<file path="config.mk">
export PLATFORM = sky130hd
export DESIGN_NAME = seg_scan_scheduler
export DESIGN_NICKNAME = d
export VERILOG_FILES = /design/src/rtl/seg_scan_scheduler.sv
export SDC_FILE = /design/constraint.sdc
export NUM_CORES = 1
export LEC_CHECK = 0
export CAP_MARGIN = 20
export CELL_PAD_IN_SITES_DETAIL_PLACEMENT = 0
export CELL_PAD_IN_SITES_GLOBAL_PLACEMENT = 1
export CORE_MARGIN = 5
export CORE_UTILIZATION = 38
export CTS_CLUSTER_DIAMETER = 80
export DETAILED_ROUTE_END_ITERATION = 6
export GPL_TIMING_DRIVEN = 0
export PLACE_DENSITY = 0.71
export SLEW_MARGIN = 25
export SYNTH_ARGS = -nofsm -noshare
export SYNTH_HDL_FRONTEND = slang
export SYNTH_SLANG_ARGS = --single-unit
</file>
<file path="constraint.sdc">
create_clock -name clk -period 2.1 [get_ports clk]
set_input_delay 0.42 -clock clk [delete_from_list [all_inputs] [get_ports clk]]
set_output_delay 0.42 -clock clk [all_outputs]
set_load 0.01 [all_outputs]
</file>
<file path="src/rtl/seg_scan_scheduler.sv">
// seg_scan_scheduler: 4-digit common-anode seven-segment scan controller.
// Accepts BCD words over valid/ready into a one-deep pending buffer and
// commits them to the displayed word only at frame boundaries, so a frame
// never mixes two words. Each digit slot starts with an all-anodes-off
// guard interval. Optional build macro SEG_SCAN_DIM_EN adds a 4-bit
// frame-duty brightness control on port bright.
module seg_scan_scheduler #(
  parameter int CLK_DIV = 100000,
  parameter int DIV_W   = 17,
  parameter int GUARD   = 16
) (
  input  logic        clk,
  input  logic        reset,
  input  logic        wr_valid,
  output logic        wr_ready,
  input  logic [15:0] wr_data,
  input  logic        wr_lzb,
`ifdef SEG_SCAN_DIM_EN
  input  logic [3:0]  bright,
`endif
  output logic [3:0]  anode,
  output logic [6:0]  cathode,
  output logic        frame_done
);

  localparam logic [DIV_W-1:0] SC_LAST  = DIV_W'(CLK_DIV - 1);
  localparam logic [DIV_W-1:0] SC_GUARD = DIV_W'(GUARD);

  typedef enum logic {BUF_EMPTY, BUF_FULL} buf_state_t;

  buf_state_t       buf_state;
  buf_state_t       buf_next;
  logic             commit;

  logic [DIV_W-1:0] sc;
  logic [1:0]       d;
  logic             tick;
  logic             boundary;
  logic             xfer;

  logic [15:0]      pend_word;
  logic             pend_lzb;
  logic [15:0]      active_word;
  logic             active_lzb;

  logic [15:0]      shifted;
  logic [3:0]       cur_nib;
  logic             lead_blank;
  logic [6:0]       cur_pat;
  logic             frame_en;

  assign tick     = (sc == SC_LAST);
  assign boundary = tick && (d == 2'd3);
  assign xfer     = wr_valid && wr_ready;

  // Active-low a..g patterns for BCD; non-BCD nibbles are blanked.
  function automatic logic [6:0] seg_decode(input logic [3:0] nib);
    case (nib)
      4'd0:    seg_decode = 7'b0000001;
      4'd1:    seg_decode = 7'b1001111;
      4'd2:    seg_decode = 7'b0010010;
      4'd3:    seg_decode = 7'b0000110;
      4'd4:    seg_decode = 7'b1001100;
      4'd5:    seg_decode = 7'b0100100;
      4'd6:    seg_decode = 7'b0100000;
      4'd7:    seg_decode = 7'b0001111;
      4'd8:    seg_decode = 7'b0000000;
      4'd9:    seg_decode = 7'b0000100;
      default: seg_decode = 7'h7F;
    endcase
  endfunction

  // Pending-buffer state register.
  always_ff @(posedge clk or posedge reset) begin
    if (reset) buf_state <= BUF_EMPTY;
    else       buf_state <= buf_next;
  end

  // Buffer next state: a word is only accepted while empty, and a full
  // buffer drains into the active word at the frame boundary. A transfer
  // coinciding with a boundary therefore lands in pending only.
  always_comb begin
    buf_next = buf_state;
    commit   = 1'b0;
    case (buf_state)
      BUF_EMPTY: if (xfer) buf_next = BUF_FULL;
      BUF_FULL: begin
        if (boundary) begin
          buf_next = BUF_EMPTY;
          commit   = 1'b1;
        end
      end
      default: buf_next = BUF_EMPTY;
    endcase
  end

  // Registered ready mirrors the buffer being empty next cycle.
  always_ff @(posedge clk or posedge reset) begin
    if (reset) wr_ready <= 1'b1;
    else       wr_ready <= (buf_next == BUF_EMPTY);
  end

  // Capture the producer word and its blanking flag on transfer.
  always_ff @(posedge clk or posedge reset) begin
    if (reset) begin
      pend_word <= 16'h0000;
      pend_lzb  <= 1'b0;
    end else if (xfer) begin
      pend_word <= wr_data;
      pend_lzb  <= wr_lzb;
    end
  end

  // Active word only changes at a boundary, keeping each frame consistent.
  always_ff @(posedge clk or posedge reset) begin
    if (reset) begin
      active_word <= 16'h0000;
      active_lzb  <= 1'b0;
    end else if (commit) begin
      active_word <= pend_word;
      active_lzb  <= pend_lzb;
    end
  end

  // Slot counter and digit index, rightmost digit scanned first.
  always_ff @(posedge clk or posedge reset) begin
    if (reset) begin
      sc <= '0;
      d  <= 2'd0;
    end else if (tick) begin
      sc <= '0;
      d  <= d + 2'd1;
    end else begin
      sc <= sc + DIV_W'(1);
    end
  end

  // Current digit's nibble; it is a leading zero when it and everything to
  // its left are zero (digit 0 is never blanked).
  assign shifted    = active_word >> {d, 2'b00};
  assign cur_nib    = shifted[3:0];
  assign lead_blank = active_lzb && (d != 2'd0) && (shifted == 16'h0000);
  assign cur_pat    = lead_blank ? 7'h7F : seg_decode(cur_nib);

`ifdef SEG_SCAN_DIM_EN
  logic [3:0] fc;
  logic [3:0] bright_q;

  // Frame counter and brightness sample, both advanced at the boundary.
  always_ff @(posedge clk or posedge reset) begin
    if (reset) begin
      fc       <= 4'd0;
      bright_q <= 4'hF;
    end else if (boundary) begin
      fc       <= fc + 4'd1;
      bright_q <= bright;
    end
  end

  assign frame_en = (fc <= bright_q);
`else
  assign frame_en = 1'b1;
`endif

  // Output stage: one cycle behind sc/d; cathode is preloaded during guard.
  always_ff @(posedge clk or posedge reset) begin
    if (reset) begin
      anode      <= 4'hF;
      cathode    <= 7'h7F;
      frame_done <= 1'b0;
    end else begin
      anode      <= ((sc < SC_GUARD) || !frame_en) ? 4'hF : ~(4'b0001 << d);
      cathode    <= cur_pat;
      frame_done <= boundary;
    end
  end

endmodule

</file>
==> results.json, run 1 <==
{
  "first_iter_violations": 74,
  "postCtsHoldBufs": 0,
  "crit_arrival_ns": 2.20,
  "p_total_w": 0.002737,
  "syn-num-nets": 263,
  "nFillCells": 727,
  "grt_max_degree": 48,
  "diodes": 0,
  "routed_wl_mm": 5.473,
  "first_pass_iters": 4,
  "grt_pass1_vias": 1910,
  "synthArstFlopShare_pct": 100.0,
  "io_pins": 33,
  "r2r_cells": 5,
  "yosys.area.top_type_share_pct": 45.29,
  "cts_tree": "done",
  "yosysSeqAreaShare_pct": 55.66,
  "grt_pass1_wl_mm": 9.632,
  "synthFlopType": "dfrtp_1",
  "start_util_pct": 39.13,
  "dpl_worst_slack_ns": -0.3071,
  "rows": 32,
  "worst_pin_slew_ns": 0.5858,
  "min_period_ns": 1.970,
  "final_cells": 390,
  "syn_area_per_cell_um2": 13.04,
  "die_area_um2": 9886,
  "worstSetupPathType": "flop to flop",
  "crit_chain": "nor4_2 > nand2_2 > nor4_4 > buf_4 > mux2_2",
  "synth-compound-area-share_pct": 3.829,
  "fin_worst_skew_ns": 0.008763,
  "grt-ovfl-total": 0,
  "fin_area_um2": 3791,
  "cp-end-kind": "flop",
  "report.final.slew_viol_count": 0,
  "clk_latency_ns": 0.35,
  "setup_ws_ns": 0.1297,
  "ys_ff_latch": 67,
  "synth-xor-area-share_pct": 4.035,
  "crit_buf_inv": 1,
  "place_inst": 368,
  "drive_gt1_share_pct": 30.90,
  "ys_types": 41,
  "place_area_um2": 3517,
  "htree_levels": 3,
  "synth_simple_gate_area_share_pct": 11.94,
  "cellPowerDensity_nw_per_um2": 721.9,
  "cp_slowest_cell": "dfrtp_1",
  "peakVddDrop_mv": 0.4237,
  "yosys_warnings": 0,
  "rsz0062_at_grt": "no",
  "hold_viol_final": 0,
  "port_buffers": 32,
  "vias": 1877,
  "cts_buffers": 9,
  "cp_slowest_stage_delay_ns": 0.42,
  "nets": 313,
  "total_leakage_power_nw": 1.636,
  "viasPerCell": 4.813,
  "syn_inst": 233,
  "setup_viol": 0,
  "cts_root_buf": "clkbuf_8",
  "slew_headroom_pct": 60.65,
  "ant_nets": 0,
  "drc": 0,
  "status": "finished clean",
  "synth_edf_count": 0,
  "synthTopCellsByArea": "dfrtp_1, dfstp_2, mux2_2",
  "antenna_found_initial": 0,
  "cp.depth": 5,
  "worstSetupStartpointType": "flop",
  "cts_sinks": 67,
  "crit_path_max_fanout": 7,
  "syn_area_um2": 3039,
  "synthToLayoutAreaGrowth_pct": 24.74,
  "yosysTopAreaCell": "dfrtp_1",
  "clockBufferDepth": 2,
  "clkTransAtPathRegs_ns": 0.08,
  "die_x_um": 99.43,
  "wire_per_inst_um": 14.03,
  "synth_mux_area_share_pct": 17.91,
  "synth_adder_area_share_pct": 4.117,
  "gp_congestion": 0.7864,
  "crit_family": "simple AND/OR/NAND/NOR gates",
  "holdCritPathClass": "input port to async pin",
  "cap_violations": 0,
  "grt_usage_pct": 12.50,
  "core-area_um2": 7767,
  "synth_top_family_by_area": "multiplexers",
  "die_h_um": 99.43,
  "place_hpwl_mm": 3.842,
  "cp_data_required_time_ns": 2.33,
  "fmax_mhz": 507.5,
  "period_share_pct": 93.82
}
==> report_power, final <==
part / switching [W] / total [W] / internal [W]
clock network: 0.000538 / 0.00111 / 0.000568
registers: 0.0000557 / 0.00145 / 0.00139
logic: 0.0000617 / 0.000180 / 0.000119
total: 0.000656 / 0.00274 / 0.00208
==> worst paths after layout <==
kind	slack, ns	endpoint	from
min in group clk	0.50	sc[0]	sc[0]
max in group asynchronous	1.16	wr_ready	reset
worst max register to register	0.13	active_word[11]	sc[12]
worst min register to register	0.50	sc[0]	sc[0]
worst min-delay path	0.38	pend_word[3]	reset
worst max-delay path	0.13	active_word[11]	sc[12]
==> sequential cells by signal, summed over array words and instances, names as in the netlist, 2 cells and up <==
name,cells
cathode,7
anode,4
sc,17
d,2
active_word,16
pend_word,16
==> logic make-up after synthesis <==
kind of cell / Yosys count
muxes: 42
adders and majority gates: 10
buffers and inverters: 18
DFF: 67
AOI/OAI and AO/OA: 20
xor gates and xnor gates: 14
and+or+nand+nor: 62
==> cell type report <==
class / count / area (µm²) / share of cell area (%)
well taps: 102 / 127.6 / 3.366
inverters: 13 / 51.30 / 1.353
plain buffers: 4 / 26.28 / 0.6931
flip-flops and latches: 67 / 1692 / 44.62
multi-input cells: 148 / 1286 / 33.93
clock inverters: 7 / 83.83 / 2.211
clock buffers: 9 / 123.9 / 3.267
repair buffers: 40 / 400.4 / 10.56
==> synth_stat cells, types with 5 or more instances <==
master and instances:
a21oi_1 7, dfrtp_1 55, dfstp_2 12, ha_1 10
inv_1 13, mux2_2 27, mux2_4 8, nand2_1 13
nand3_1 5, nor2_1 13, o21ai_0 8, xnor2_1 11
==> per-layer routing <==
layer / vias up / wire length (µm) / GRT usage (%)
li1: 917 / - / -
met1: 891 / 2760 / 18.12
met2: 61 / 2278 / 16.84
met3: 8 / 349 / 4.698
met4: 0 / 84 / 4.727
met5: - / 0 / 0
==> layout by cell type, fill, tap and decap left out, drive strengths merged, types with 3 or more instances in the layout <==
cell type	synthesis	layout
a21oi	7	7
nand2	14	14
ha	10	10
inv	13	16
dfstp	12	12
mux2i	3	3
nand4	5	5
nor4	6	6
buf	2	10
xnor2	11	11
mux4	4	4
and3	3	3
nand3	5	5
nor2	13	13
and2	3	3
dfrtp	55	55
xor2	3	3
nor3	5	5
clkbuf	3	11
clkdlybuf4s50	0	32
o21ai	8	8
mux2	35	35
==> repair_timing <==
item | in CTS | in global routing
setup endpoints to repair | 27 | 25
pin swaps | 2 | 1
setup buffers | 2 | 5
gates resized for setup | 2 | 1
==> metrics by stage <==
step / utilization, % / TNS (ns) / hold WS, ns
finish: 48.81 / 0 / 0.3796
global route: 48.81 / 0 / 0.4085
CTS: 48.26 / 0 / 0.3758
detailed placement: 45.28 / -4.646 / 0.4873
global placement: 44.89 / -73.21 / 0.4806
floorplan: - / 0 / 0.4549
Note: power is estimated with default switching activity, not from simulation.
==> inputs of run 2 (changes only) <==
--- a/config.mk
+++ b/config.mk
@@ -18,3 +18,4 @@
 export SYNTH_ARGS = -nofsm -noshare
 export SYNTH_HDL_FRONTEND = slang
 export SYNTH_SLANG_ARGS = --single-unit
+export TNS_END_PERCENT = 100
==> results of run 2 <==
The final DEF is identical to that of run 1; final timing and power are the same.
==> RTL edit 1: new RTL, config.mk and constraints of run 2 <==
`DIV_W`: 17 -> 25.
--- a/src/rtl/seg_scan_scheduler.sv
+++ b/src/rtl/seg_scan_scheduler.sv
@@ -7,5 +7,5 @@
 module seg_scan_scheduler #(
   parameter int CLK_DIV = 100000,
-  parameter int DIV_W   = 17,
+  parameter int DIV_W   = 25,
   parameter int GUARD   = 16
 ) (
Check against the original RTL: no difference found for any inputs over 10 cycles, from zero or initial values and one cycle with reset high; that may be too few to reach the edited logic, so the function may still have changed.
==> RTL edit 1 against run 2 <==
  * Sequential cell count is 8 higher
  * Worst setup slack worse by 28 ps
  * Synthesized area up 10%
  * Critical path type unchanged
  * Design area rose by 12%
  * Routed wire length is 16% higher
  * Power up 1.3%
  * Clock skew rose by 0.72 ps
  * Fmax shrank 1.4%
==> RTL edit 1: results (changes against run 2) <==
status: "finished clean"  # unchanged
drt-met1-wl_um: 3270  # was 2760 um
pre_cts_ws_ps: -277  # was -307 ps
hold_ws_ps: 429  # was 380 ps
synth_cells: 265  # was 233
num-fill-cells: 793  # was 727
slew_headroom: 0.460  # was 0.606
dr_wl_met2_um: 2730  # was 2280 um
worstSetupStartpoint: "sc[6]"  # was sc[12]
ys_types: 38  # was 41
viasPerCell: 4.96  # was 4.81
vias: 2193  # was 1877
nets: 359  # was 313
p_sw_frac: 0.220  # was 0.240
synth_area_leaders: "dfrtp_1 47%, dfstp_2 9.4%, mux2_2 8.4%"  # was dfrtp_1 45%, dfstp_2 10%, mux2_2 10%
share_seq_of_total_power: 0.578  # was 0.530
port-buffer-count: 32  # unchanged
drive_gt1_frac: 0.287  # was 0.309
cp_slowest_cell: "dfrtp_2"  # was dfrtp_1
grt_antenna_before_repair: 0  # unchanged
path_max_fanout: 5  # was 7
path_delay_family: "simple AND/OR/NAND/NOR gates"  # unchanged
cp_slowest_stage_delay_ps: 440  # was 420 ps
pg_seq_mw: 1.60  # was 1.45 mW
place_congestion: 0.772  # was 0.786
syn_nets: 295  # was 263
firstDrtPassIters: 5  # was 4
dp.final_hpwl_um: 4520  # was 3840 um
final.min_clock_period_ps: 2000  # was 1970 ps
grtUsageMet3: 0.0348  # was 0.0470
use_met2: 0.174  # was 0.168
drt-initial-drc-count: 91  # was 74
p_leak_nw: 1.87  # was 1.64 nW
synthAdderAreaFrac: 0.0373  # was 0.0412
netlist_top_cells_count: "63 x dfrtp_1, 25 x mux2_2, 16 x xnor2_1, 15 x nand2_1, 14 x nor2_1"  # was 55 x dfrtp_1, 27 x mux2_2, 13 x inv_1, 13 x nand2_1, 13 x nor2_1
cts_setup_buffers: 9  # was 2
ir_drop_v: 0.000295  # was 0.000424 V
clk_latency_ps: 340
grtUsageMet1: 0.184  # was 0.181
ff2ff_setup_slack_ps: 100  # was 130 ps
synth_seq_area_share: 0.563  # was 0.557
final_area_mm2: 0.00423  # was 0.00379 mm^2
hold_class: "input pin to asynchronous set/reset pin"  # unchanged
dp_cells: 407  # was 368
cts-resized-gates: 5  # was 2
synthMuxAreaShare: 0.144  # was 0.179
grt_usage: 0.125  # about the same
grt_first_pass_wirelength_um: 11100  # was 9630 um
final_common_cell: "dfrtp_1"  # unchanged
synth-xor-area-share: 0.0574  # was 0.0403
synth_compound_area_frac: 0.0421  # was 0.0383
dpl_cell_area_mm2: 0.00386  # was 0.00352 mm^2
cp.arrival_ps: 2220  # was 2200 ps
top_regs: "sc x25, active_word x16, pend_word x16"  # was sc x17, active_word x16, pend_word x16
fin_skew_ps: 9.48  # was 8.76 ps
dr_wl_met3_um: 239  # was 349 um
wl_per_cell_um: 14.3  # was 14.0 um
grt_max_degree: 33  # was 48
[RTL edit 1: cell count changes in the layout (fill, tap and decap cells not counted), moves of 4 or more]
cell,delta
mux2_4,-8
and4_1,+6
dfrtp_1,+6
clkbuf_1,+4
nand4_1,+7
buf_4,+10
xnor2_1,+5
inv_1,-6
mux2_1,+10
[RTL edit 1: worst paths after layout]
| check | end | depth (start not counted) |
|---|---|---|
| worst min-delay path | sc[16] | 2 |
| worst max-delay path | active_word[0] | 7 |
| min in group clk | active_word[7] | 1 |
| worst max register to register | active_word[0] | 7 |
| worst min register to register | active_word[7] | 1 |
| max in group asynchronous | sc[6] | 4 |
[RTL edit 1: cell type report]
class,count,share of cell area
Buffer,8,0.0112
Clock buffer,14,0.0384
Clock inverter,2,0.00236
Inverter,9,0.00887
Multi-Input combinational cell,173,0.338
Sequential cell,75,0.448
Tap cell,108,0.0319
Timing Repair Buffer,53,0.121
==> RTL edit 2: new RTL, config.mk and constraints of run 2 <==
Made on the original files. The output `anode` loses its register stage (`anode` becomes a continuous assignment).
--- a/src/rtl/seg_scan_scheduler.sv
+++ b/src/rtl/seg_scan_scheduler.sv
@@ -166,9 +166,7 @@
   always_ff @(posedge clk or posedge reset) begin
     if (reset) begin
-      anode      <= 4'hF;
       cathode    <= 7'h7F;
       frame_done <= 1'b0;
     end else begin
-      anode      <= ((sc < SC_GUARD) || !frame_en) ? 4'hF : ~(4'b0001 << d);
       cathode    <= cur_pat;
       frame_done <= boundary;
@@ -176,4 +174,6 @@
   end
 
+  assign anode = ((sc < SC_GUARD) || !frame_en) ? 4'hF : ~(4'b0001 << d);
+
 endmodule
 
Formal check against the unedited RTL: no difference found for any inputs over 10 cycles, from zero or initial values and one cycle with reset high; that may be too few to reach the edited logic, so the function may still have changed.
==> RTL edit 2 against run 2 <==
  * The run now ends with negative setup slack left
  * First-iteration DRC count is 47% lower
  * Sequential power is 6% lower
  * Design area shrank 0.92%
  * Largest cell class unchanged
  * Sequential cell count is 4 lower
  * Routed wire length rose by 1.1%
  * Hold slack got worse by 13 ps
  * Via count is 0.91% higher
  * Power decreased by 0.17%
  * Count of clock-buffer cells in the layout grew 4
  * Worst setup slack lost 380 ps
  * Clock power up 6%
  * Synthesized area down 3.5%
==> RTL edit 2: results (changes against run 2) <==
status: "finished, violations left"  # was finished clean
violations: "negative setup slack"
p_sw_frac: 0.206  # was 0.240
ir_drop_v: 0.000293  # was 0.000424 V
fin_skew_ps: 7.05  # was 8.76 ps
finalSetupTns_ps: -954  # was 0 ps
worstReg2RegEnd: "cathode[6]"  # was active_word[11]
wl_per_cell_um: 14.2  # was 14.0 um
dp_cells: 364  # was 368
drt-met1-wl_um: 2380  # was 2760 um
stdcell_count: 391  # was 390
r2r_start: "d[0]"  # was sc[12]
drt-initial-drc-count: 39  # was 74
setup_viol: 4  # was 0
final.setup.worst_slack_ps: -253  # was 130 ps
synth_area_leaders: "dfrtp_1 47%, mux2_2 10%, dfstp_2 7.2%"  # was dfrtp_1 45%, dfstp_2 10%, mux2_2 10%
ys_types: 42  # was 41
ff2ff_path_depth: 7  # was 5
worstSetupEndpoint: "anode[2]"  # was active_word[11]
pre_cts_ws_ps: -570  # was -307 ps
synth_seq_area_share: 0.541  # was 0.557
grt_pass1_vias: 1979  # was 1910
viasPerCell: 4.84  # was 4.81
use_met2: 0.210  # was 0.168
dp.final_hpwl_um: 3990  # was 3840 um
dpl_cell_area_mm2: 0.00341  # was 0.00352 mm^2
path_max_fanout: 4  # was 7
p_leak_nw: 1.65  # was 1.64 nW
RTL edit 2: kinds of logic (layout without fill, tap and decap cells):
family / after synthesis / after routing / share of synthesized area
and+or+nand+nor: 62 / 62 / 0.124
AOI/OAI and AO/OA: 21 / 21 / 0.0431
adders and majority gates: 10 / 10 / 0.0426
xor gates and xnor gates: 14 / 14 / 0.0418
buffers and inverters: 18 / 78 / 0.0260
muxes: 41 / 41 / 0.182
DFF: 63 / 63 / 0.541
RTL edit 2: area by class of cell:
type                    instances  area (um^2)
flip-flops and latches         63         1590
clock buffers                  13          159
clock inverters                 3         65.1
well taps                     102          128
multi-input cells             148         1300
plain buffers                   5         31.3
repair buffers                 44          435
fillers                       704         3850
inverters                      13         51.3
RTL edit 2: what timing repair did:
item,CTS,global route
endpoints found under the setup margin,31,29
resized for setup,28,9
pin swaps,8,3
gates cloned,0,0
setup buffers,7,4
RTL edit 2: critical path: stages, from the launching register on:
cell     delay, ps
dfrtp_1        380
or4_1          530
or4_4          480
nand2_2        110
buf_6          100
